==> config.mk <==
export PLATFORM = sky130hd
export DESIGN_NAME = multi_puff_timer
export DESIGN_NICKNAME = d
export VERILOG_FILES = /design/src/rtl/multi_puff_timer.sv
export SDC_FILE = /design/constraint.sdc
export NUM_CORES = 1
export LEC_CHECK = 0
export ABC_AREA = 1
export BUFFER_PORTS_ARGS = -buffer_cell sky130_fd_sc_hd__buf_2
export CAP_MARGIN = 0
export CORE_UTILIZATION = 54
export CTS_CLUSTER_DIAMETER = 150
export DETAILED_ROUTE_END_ITERATION = 10
export GPL_TIMING_DRIVEN = 0
export PLACE_DENSITY = 0.69
export SYNTH_ARGS = -nofsm -noshare
export SYNTH_HDL_FRONTEND = slang
export SYNTH_SLANG_ARGS = --single-unit
==> constraint.sdc <==
create_clock -name sysclk -period 7.03 [get_ports sysclk]
set_input_delay 0.703 -clock sysclk [delete_from_list [all_inputs] [get_ports sysclk]]
set_output_delay 0.703 -clock sysclk [all_outputs]
set_load 0.1 [all_outputs]
==> src/rtl/multi_puff_timer.sv <==
// rtl/multi_puff_timer.sv - round-robin multi-channel injector puff timer
//
// Counts debounced ignition-coil rising edges and fires one injector puff
// every IGN_PER_PUFF edges (or on an idle-ignition timeout). Triggers are
// dealt round-robin across CHANNELS outputs, each with its own 1 us countdown.
//
// Optional build macro: PUFF_PEAK_HOLD_EN (peak-and-hold PWM drive,
// adds hold_delay_us input and HOLD_DUTY_SHIFT parameter).
//
// Ports:
//   sysclk, sysreset      clock, synchronous active-high reset
//   pulse50k, pulse1m     1-cycle tick strobes (20 us timeout tick, 1 us tick)
//   ign_coil              asynchronous ignition coil sense
//   ign_timeout_len_jf    timeout in pulse50k ticks, 0 disables
//   puff_len_us           puff length in pulse1m ticks, sampled at trigger
//   puff_enable           run / hold idle and reinitialised
//   puff_on_timeout       timeout expiry also triggers a puff
//   hold_delay_us         (PUFF_PEAK_HOLD_EN only) solid peak time
//   injector_open         per-channel solenoid drive
//   puff_event            OR of logical open intervals
//   puff_channel          channel of the most recent trigger
//   puff_overrun          1-cycle pulse on trigger to a still-open channel

module multi_puff_timer #(
    parameter int CHANNELS       = 4,
    parameter int IGN_PER_PUFF   = 4,
    parameter int LEN_WIDTH      = 16,
    parameter int DEBOUNCE_WIDTH = 4
`ifdef PUFF_PEAK_HOLD_EN
    ,
    parameter int HOLD_DUTY_SHIFT = 2
`endif
) (
    input  logic                 sysclk,
    input  logic                 sysreset,
    input  logic                 pulse50k,
    input  logic                 pulse1m,
    input  logic                 ign_coil,
    input  logic [LEN_WIDTH-1:0] ign_timeout_len_jf,
    input  logic [LEN_WIDTH-1:0] puff_len_us,
    input  logic                 puff_enable,
    input  logic                 puff_on_timeout,
`ifdef PUFF_PEAK_HOLD_EN
    input  logic [LEN_WIDTH-1:0] hold_delay_us,
`endif
    output logic [CHANNELS-1:0]  injector_open,
    output logic                 puff_event,
    output logic [((CHANNELS > 1) ? $clog2(CHANNELS) : 1)-1:0] puff_channel,
    output logic                 puff_overrun
);

    localparam int PTR_W = (CHANNELS > 1) ? $clog2(CHANNELS) : 1;
    localparam logic [7:0] EDGE_RELOAD = 8'(IGN_PER_PUFF);
    // Flip happens on the (2^W-1)th consecutive disagreeing tick.
    localparam logic [DEBOUNCE_WIDTH-1:0] DEB_FLIP = DEBOUNCE_WIDTH'((2 ** DEBOUNCE_WIDTH) - 2);

    // ---------------- input path ----------------
    logic                      ign_meta;
    logic                      ign_sync;
    logic                      deb_level;
    logic                      deb_prev;
    logic [DEBOUNCE_WIDTH-1:0] deb_cnt;
    logic                      ign_rise;

    always_ff @(posedge sysclk) begin
        if (sysreset) begin
            ign_meta  <= 1'b0;
            ign_sync  <= 1'b0;
            deb_level <= 1'b0;
            deb_prev  <= 1'b0;
            deb_cnt   <= '0;
        end else begin
            ign_meta <= ign_coil;
            ign_sync <= ign_meta;
            deb_prev <= deb_level;
            if (pulse1m) begin
                if (ign_sync == deb_level) begin
                    deb_cnt <= '0;
                end else if (deb_cnt == DEB_FLIP) begin
                    deb_cnt   <= '0;
                    deb_level <= ign_sync;
                end else begin
                    deb_cnt <= deb_cnt + 1'b1;
                end
            end
        end
    end

    assign ign_rise = deb_level & ~deb_prev;

    // ---------------- trigger sources ----------------
    logic [7:0]           edge_cnt;
    logic [LEN_WIDTH-1:0] to_cnt;
    logic                 to_done;   // first cycle at zero already seen
    logic                 edge_trig;
    logic                 to_trig;
    logic                 trigger;

    assign edge_trig = ign_rise && (edge_cnt == 8'd1);
    assign to_trig   = (to_cnt == '0) && !to_done && puff_on_timeout &&
                       (ign_timeout_len_jf != '0);
    assign trigger   = (edge_trig | to_trig) & puff_enable;

    always_ff @(posedge sysclk) begin
        if (sysreset || !puff_enable) begin
            edge_cnt <= EDGE_RELOAD;
            to_cnt   <= ign_timeout_len_jf;
            to_done  <= 1'b0;
        end else begin
            if (edge_trig) begin
                edge_cnt <= EDGE_RELOAD;
            end else if (ign_rise) begin
                edge_cnt <= edge_cnt - 1'b1;
            end

            if (trigger) begin
                to_cnt  <= ign_timeout_len_jf;
                to_done <= 1'b0;
            end else if (to_cnt == '0) begin
                to_done <= 1'b1;
            end else if (pulse50k) begin
                to_cnt <= to_cnt - 1'b1;
            end
        end
    end

    // ---------------- channels ----------------
    logic [LEN_WIDTH-1:0] countdown [CHANNELS];
    logic [LEN_WIDTH-1:0] cd_next   [CHANNELS];
    logic [CHANNELS-1:0]  open_q;
    logic [CHANNELS-1:0]  open_next;
    logic [PTR_W-1:0]     ptr;
    logic [PTR_W-1:0]     ptr_next;
    logic [PTR_W-1:0]     ch_next;
    logic                 ovr_next;

    always_comb begin
        cd_next   = countdown;
        open_next = open_q;
        ptr_next  = ptr;
        ch_next   = puff_channel;
        ovr_next  = 1'b0;

        for (int c = 0; c < CHANNELS; c++) begin
            // Output samples the pre-decrement count, so it drops one
            // cycle after the countdown lands on zero.
            open_next[c] = (countdown[c] != '0);
            if (pulse1m && (countdown[c] != '0)) begin
                cd_next[c] = countdown[c] - 1'b1;
            end
            if (trigger && (ptr == PTR_W'(c))) begin
                cd_next[c]   = puff_len_us;
                open_next[c] = (puff_len_us != '0);
                ovr_next     = (countdown[c] != '0);
            end
        end

        if (trigger) begin
            ch_next  = ptr;
            ptr_next = (ptr == PTR_W'(CHANNELS - 1)) ? '0 : ptr + 1'b1;
        end

        if (!puff_enable) begin
            for (int c = 0; c < CHANNELS; c++) begin
                cd_next[c] = '0;
            end
            open_next = '0;
            ptr_next  = '0;
            ovr_next  = 1'b0;
        end
    end

    always_ff @(posedge sysclk) begin
        if (sysreset) begin
            for (int c = 0; c < CHANNELS; c++) begin
                countdown[c] <= '0;
            end
            open_q       <= '0;
            ptr          <= '0;
            puff_channel <= '0;
            puff_overrun <= 1'b0;
        end else begin
            countdown    <= cd_next;
            open_q       <= open_next;
            ptr          <= ptr_next;
            puff_channel <= ch_next;
            puff_overrun <= ovr_next;
        end
    end

    assign puff_event = |open_q;

`ifdef PUFF_PEAK_HOLD_EN
    // ---------------- peak-and-hold drive ----------------
    localparam int PW = (HOLD_DUTY_SHIFT > 0) ? HOLD_DUTY_SHIFT : 1;

    logic [LEN_WIDTH-1:0] peak_cnt  [CHANNELS];
    logic [LEN_WIDTH-1:0] peak_next [CHANNELS];
    logic [PW-1:0]        pwm_cnt   [CHANNELS];
    logic [PW-1:0]        pwm_next  [CHANNELS];
    logic [CHANNELS-1:0]  drive_q;
    logic [CHANNELS-1:0]  drive_next;

    always_comb begin
        peak_next  = peak_cnt;
        pwm_next   = pwm_cnt;
        drive_next = '0;
        for (int c = 0; c < CHANNELS; c++) begin
            if (pulse1m && (peak_cnt[c] != '0)) begin
                peak_next[c] = peak_cnt[c] - 1'b1;
            end
            if (trigger && (ptr == PTR_W'(c))) begin
                peak_next[c] = hold_delay_us;
            end
            // Phase counter sits at zero during the peak, so the first
            // hold tick after the peak is a high one.
            if (peak_cnt[c] != '0) begin
                pwm_next[c] = '0;
            end else if (pulse1m) begin
                pwm_next[c] = (HOLD_DUTY_SHIFT == 0) ? '0 : pwm_cnt[c] + 1'b1;
            end
            if (!puff_enable) begin
                peak_next[c] = '0;
                pwm_next[c]  = '0;
            end
            drive_next[c] = open_next[c] &
                            ((peak_next[c] != '0) || (pwm_next[c] == '0));
        end
    end

    always_ff @(posedge sysclk) begin
        if (sysreset) begin
            for (int c = 0; c < CHANNELS; c++) begin
                peak_cnt[c] <= '0;
                pwm_cnt[c]  <= '0;
            end
            drive_q <= '0;
        end else begin
            peak_cnt <= peak_next;
            pwm_cnt  <= pwm_next;
            drive_q  <= drive_next;
        end
    end

    assign injector_open = drive_q;
`else
    assign injector_open = open_q;
`endif

endmodule
### Word level (Yosys, flattened, before mapping)

Index checks and enable logic that the tools add are counted.

* flip-flop bits (word level): 106
* output and inout bits: 8

* add/sub/neg operators: 8
* equal/unequal tests: 7
* mux-type cells: 23
* bitwise operators: 6
* reduce and logical (&&, ||, !) cells: 34

Operators with widths (number)
* 16-bit 2-to-1 mux: 12
* 16-bit nonzero test: 6
* 16-bit by 1-bit subtractor with 16-bit output, second input constant: 5
* 16-bit logical NOT: 1
* 1-bit logical AND: 12
* 8-bit by 1-bit equality test with 1-bit output, second input constant: 1
* 1-bit 2-to-1 mux: 8
* 4-bit 2-to-1 mux: 2
* 2-bit nonzero test: 4
* 8-bit by 1-bit subtractor with 8-bit output, second input constant: 1
* 2-bit OR reduction: 3
* 4-bit by 1-bit adder with 4-bit output, second input constant: 1
* 2-bit equality test, second input constant: 2
* 4-bit equality test, second input constant: 1
* 4-bit OR reduction: 1
* 3-bit by 2-bit != test with 1-bit output, second input constant: 1
* 1-bit NOT: 3
* 3-bit AND reduction: 1
* 3-bit nonzero test: 1
* 2-bit by 1-bit adder with 2-bit output, second input constant: 1
* 1-bit AND: 2
* 2-bit by 1-bit equality test with 1-bit output, second input constant: 1
* 1-bit logical NOT: 2
* 2-bit logical NOT: 1
* other kinds (5): 5

### Longest topological paths before layout

* word-level depth: 11
* gate-level depth with buffers: 15

### Least setup slack after synthesis

Ideal clock, no wire load.

* path kind: register to output
* start point: reg open_q[1], in the netlist injector_open[1]
* end point: out puff_event
* data arrival time: 1760 ps
* required time: 6327 ps
* slack: 4567 ps
* cell stages (with the launch flop): 2
* buffers on the path: 0
* cells stage by stage: dfxtp_1 or4_1

* word-level cells in the longest chain between the ends: 1

Ends and longest elaborated chain
* start, declared: line 130 `logic [CHANNELS-1:0] open_q;`
* start signal, assigned: line 184 `open_q <= open_next;`
* 4-bit OR reduction: line 191 `assign puff_event = |open_q;`
* end, declared: line 47 `output logic puff_event,`

Every way passes these cells.

### Worst setup path in the final report

* start point: reg to_cnt[0]
* end point: reg to_cnt[12], enable pin

* word-level cells in the longest chain between the ends: 8
* elaborated cells on any way between the ends: 9
* classes of those cells: 1 x eq/ne; 2 x bitwise; 6 x reduce/logical

Ends and longest elaborated chain
* start, declared: line 93 `logic [LEN_WIDTH-1:0] to_cnt;`
* start signal, assigned: line 107 `to_cnt <= ign_timeout_len_jf;`
* start signal, assigned: line 117 `to_cnt <= ign_timeout_len_jf;`
* start signal, assigned: line 122 `to_cnt <= to_cnt - 1'b1;`
* 16-bit logical NOT (*): line 100, 119
* 1-bit logical AND (3 in a row): line 100 `assign to_trig = (to_cnt == '0) && !to_done && puff_on_timeout &&`
* 1-bit OR: line 102 `assign trigger = (edge_trig | to_trig) & puff_enable;`
* 1-bit AND: line 102
* 3-bit by 2-bit != test with 1-bit output (no source line) / 3-bit nonzero test (equally long branches)
* 2-bit AND reduction (no source line) (*)

Every way passes the cells marked *; elsewhere a longest branch is shown, timed or not.
A chain may end at the register's enable or synchronous reset.

==> results.sh <==
export IMPL_synth_cell_type_count=33
export IMPL_num_vias=6386
export IMPL_tightest_slew_ns=0.693
export IMPL_tns_ns=0
export IMPL_die_h_um=111
export IMPL_pwr_share_seq=0.222
export IMPL_arrival_ns=2.92
export IMPL_period_minus_slack_ns=2.94
export IMPL_drcViolationCount=10
export IMPL_outcome="finished with violations"
export IMPL_seq_area_frac_synth=0.353
export IMPL_cts_resized=0
export IMPL_met2_usage=0.469
export IMPL_clk_latency_ns=0.35
export IMPL_vias_per_cell=5.36
export IMPL_finalSetupViolCount=0
export IMPL_synthTopCellsByArea="dfxtp_1 28%, nand2_1 13%, nor2_1 9.9%"
export IMPL_die_w_um=111
export IMPL_worstSetupStartpointType="register"
export IMPL_fmax_mhz=340
export IMPL_synth_top_area_share=0.279
export IMPL_hold_slack_ns=0.405
export IMPL_post_cts_buffers=0
export IMPL_powerDensity_nw_per_um2=589
export IMPL_yosysTopAreaCell="dfxtp_1"
export IMPL_critPathSlowestCell="nand2_1"
export IMPL_p_comb_frac=0.665
export IMPL_place_hpwl_um=12400
export IMPL_sw_frac_of_total=0.511
export IMPL_synthesis_area_sq_um=6460
export IMPL_postCtsHoldBufs=0
export IMPL_grt_start_max_net_pins=17
export IMPL_io_buffers=45
export IMPL_first_iter_violations=470
export IMPL_synth_nets=1041
export IMPL_fill_cells=1167
export IMPL_hold_class="register to register"
export IMPL_internal_power_mw=2.06
export IMPL_rsz0062_at_grt="no"
export IMPL_clk_pin_slew_ns=0.06
export IMPL_rows=39
export IMPL_power_leakage_nw=3.30
export IMPL_skew_ns=0.00683
export IMPL_crit_required_ns=7.01
export IMPL_power_mw=4.21
export IMPL_gr_total_overflow=0
export IMPL_cts_inserted_buffers=9
export IMPL_synth_seq_cells=106
export IMPL_grt_pass1_wl_um=28100
export IMPL_clock_path_buffers=2
export IMPL_initial_core_util=0.559
export IMPL_clockPowerShare=0.112
export IMPL_drive_gt1_frac=0.0926
export IMPL_antenna_left=0
export IMPL_finalHoldViolCount=0
export IMPL_drv_cap=0
export IMPL_cp_max_fo=16
export IMPL_violations="DRC"
export IMPL_area_delta_synth_final_pct=10.5
export IMPL_yosys_warnings=0
export IMPL_post_drt_wl_per_cell_um=14.1
export IMPL_end_kind="register"
export IMPL_wirelength_um=16800
export IMPL_post_route_period_util=0.418
export IMPL_avgSynthCellArea_sq_um=6.54
export IMPL_htreeDepth=3
export IMPL_netlist_instances=988
export IMPL_grt_total_usage=0.284
export IMPL_grt_use_met3=0.0517
export IMPL_fin_nets=1097
export IMPL_clockRootBuffer="clkbuf_16"
export IMPL_die_area_sq_um=12400
export IMPL_switchingPower_mw=2.15
export IMPL_busiest_layer="met2"
export IMPL_core_sq_um=11600
export IMPL_drtPass1Iterations=8
export IMPL_cts_tree="yes"
export IMPL_crit_type="register to register"
export IMPL_cts_sinks=106
export IMPL_gp_congestion=0.927
export IMPL_crit_chain="inv_1, ha_1, nand2_1, nor2_1, nand2_1, nor2_2, nand3_1, a21boi_4, nor2_1, clkbuf_1, nand2_1"
export IMPL_antenna_found_initial=0
export IMPL_ir_drop_v=0.000437
export IMPL_ios=47
export IMPL_worst_path_largest_cell_delay_ns=0.58
export IMPL_antenna_cells=0
export IMPL_maxSlewHeadroom=0.534
export IMPL_cp_common_cell="nand2_1"
export IMPL_grt_pass1_vias=5686
export IMPL_met1_usage=0.380
export IMPL_finalMaxSlewViolations=0
## routing by layer
| metal | up-vias | share of wire |
|---|---|---|
| li1 | 3291 | - |
| met1 | 2882 | 0.45 |
| met2 | 191 | 0.46 |
| met3 | 22 | 0.070 |
| met4 | 0 | 0.021 |
| met5 | - | 0 |
## cell usage in the layout, fill, tap and decap left out, types with 2 or more instances in the layout
cell	count
nand2_1	228
nor2_1	170
inv_1	102
dfxtp_1	90
nand3_1	73
o21ai_0	64
a21oi_1	59
buf_2	58
xor2_1	46
nor3_1	22
nand4_1	16
edfxtp_1	16
clkbuf_1	15
ha_1	14
xnor2_1	13
clkbuf_16	9
inv_2	8
a31oi_1	7
nor4_1	6
or2_2	5
nor2_2	4
nand2_2	3
o21ai_1	3
buf_1	2
buf_4	2
clkbuf_8	2
## area by class of cell
type | instances | area [sq um] | area share
plain buffers | 30 | 136 | 0.0191
clock buffers | 13 | 260 | 0.0364
clock inverters | 2 | 11.3 | 0.00158
inverters | 110 | 413 | 0.0578
multi-input cells | 742 | 3630 | 0.509
flip-flops and latches | 106 | 2280 | 0.320
well taps | 143 | 179 | 0.0251
repair buffers | 45 | 225 | 0.0315
## logic make-up after synthesis
logic type | after synthesis | synth area share
AND/OR/NAND/NOR | 532 | 0.344
adder cells (fa/ha/maj) | 14 | 0.0271
buffers and inverters | 140 | 0.0850
XOR/XNOR | 59 | 0.0799
flip-flops | 106 | 0.353
AO/OA/AOI/OAI | 137 | 0.111
## metrics by stage
stage | instances | worst slack, ns | instance area [sq um] | util
after global routing | 1191 | 3.83 | 7140 | 0.617
after floorplan | 988 | 4.57 | 6460 | -
final | 1191 | 4.09 | 7140 | 0.617
after global placement | 1176 | 3.83 | 6870 | 0.594
after detailed placement | 1176 | 3.81 | 6870 | 0.594
after CTS | 1191 | 4.07 | 7140 | 0.617
## state kept, by name, summed over array words and instances, names as in the netlist
signal,cells
to_cnt,16
ign_sync,1
to_done,1
puff_channel,2
puff_overrun,1
deb_prev,1
deb_level,1
injector_open,4
ign_meta,1
ptr,2
edge_cnt,8
deb_cnt,4
countdown,64
## final timing paths
kind              from          to  slack (ns)  cells after the start
max          to_cnt[0]  to_cnt[12]        4.09                     11
min           ign_meta    ign_sync        0.40                      2
max reg2reg  to_cnt[0]  to_cnt[12]        4.09                     11
min reg2reg   ign_meta    ign_sync        0.40                      2
## Yosys cell counts
| library cell | n |
|---|---|
| inv_2 | 8 |
| o21a_1 | 1 |
| o31ai_1 | 1 |
| nor2_2 | 4 |
| and3_1 | 1 |
| buf_4 | 2 |
| o21ai_2 | 1 |
| buf_1 | 2 |
| nand3_1 | 73 |
| or4_1 | 1 |
| inv_1 | 102 |
| xor2_1 | 46 |
| buf_2 | 13 |
| xnor2_1 | 13 |
| clkbuf_1 | 13 |
| o21ai_0 | 64 |
| nor2_1 | 170 |
| nor3_2 | 1 |
| a21oi_1 | 59 |
| dfxtp_1 | 90 |
| edfxtp_1 | 16 |
| nand2_2 | 3 |
| nor4_1 | 6 |
| a21boi_4 | 1 |
| nor2_4 | 1 |
| o21ai_1 | 3 |
| a31oi_1 | 7 |
| nand4_1 | 16 |
| or2_2 | 5 |
| nand3b_1 | 1 |
| nor3_1 | 22 |
| ha_1 | 14 |
| nand2_1 | 228 |
## power groups by stage
stage               combinational, mW  sequential [mW]  clock [mW]
floorplan                        2.23            0.952           0
global placement                 2.75            0.944           0
detailed placement               2.77            0.942           0
CTS                              2.79            0.933       0.487
global route                     3.23            0.962       0.512
finish                           2.80            0.936       0.473
## worst max-delay path: cells and delay by family (launching register included)
kind / cells / cell delay (ns)
and+or+nand+nor: 7 / 1.29
DFF: 1 / 0.38
buffers and inverters: 2 / 0.38
AOI/OAI and AO/OA: 1 / 0.35
adders and majority gates: 1 / 0.15
Power figures use the tool's default switching activity.
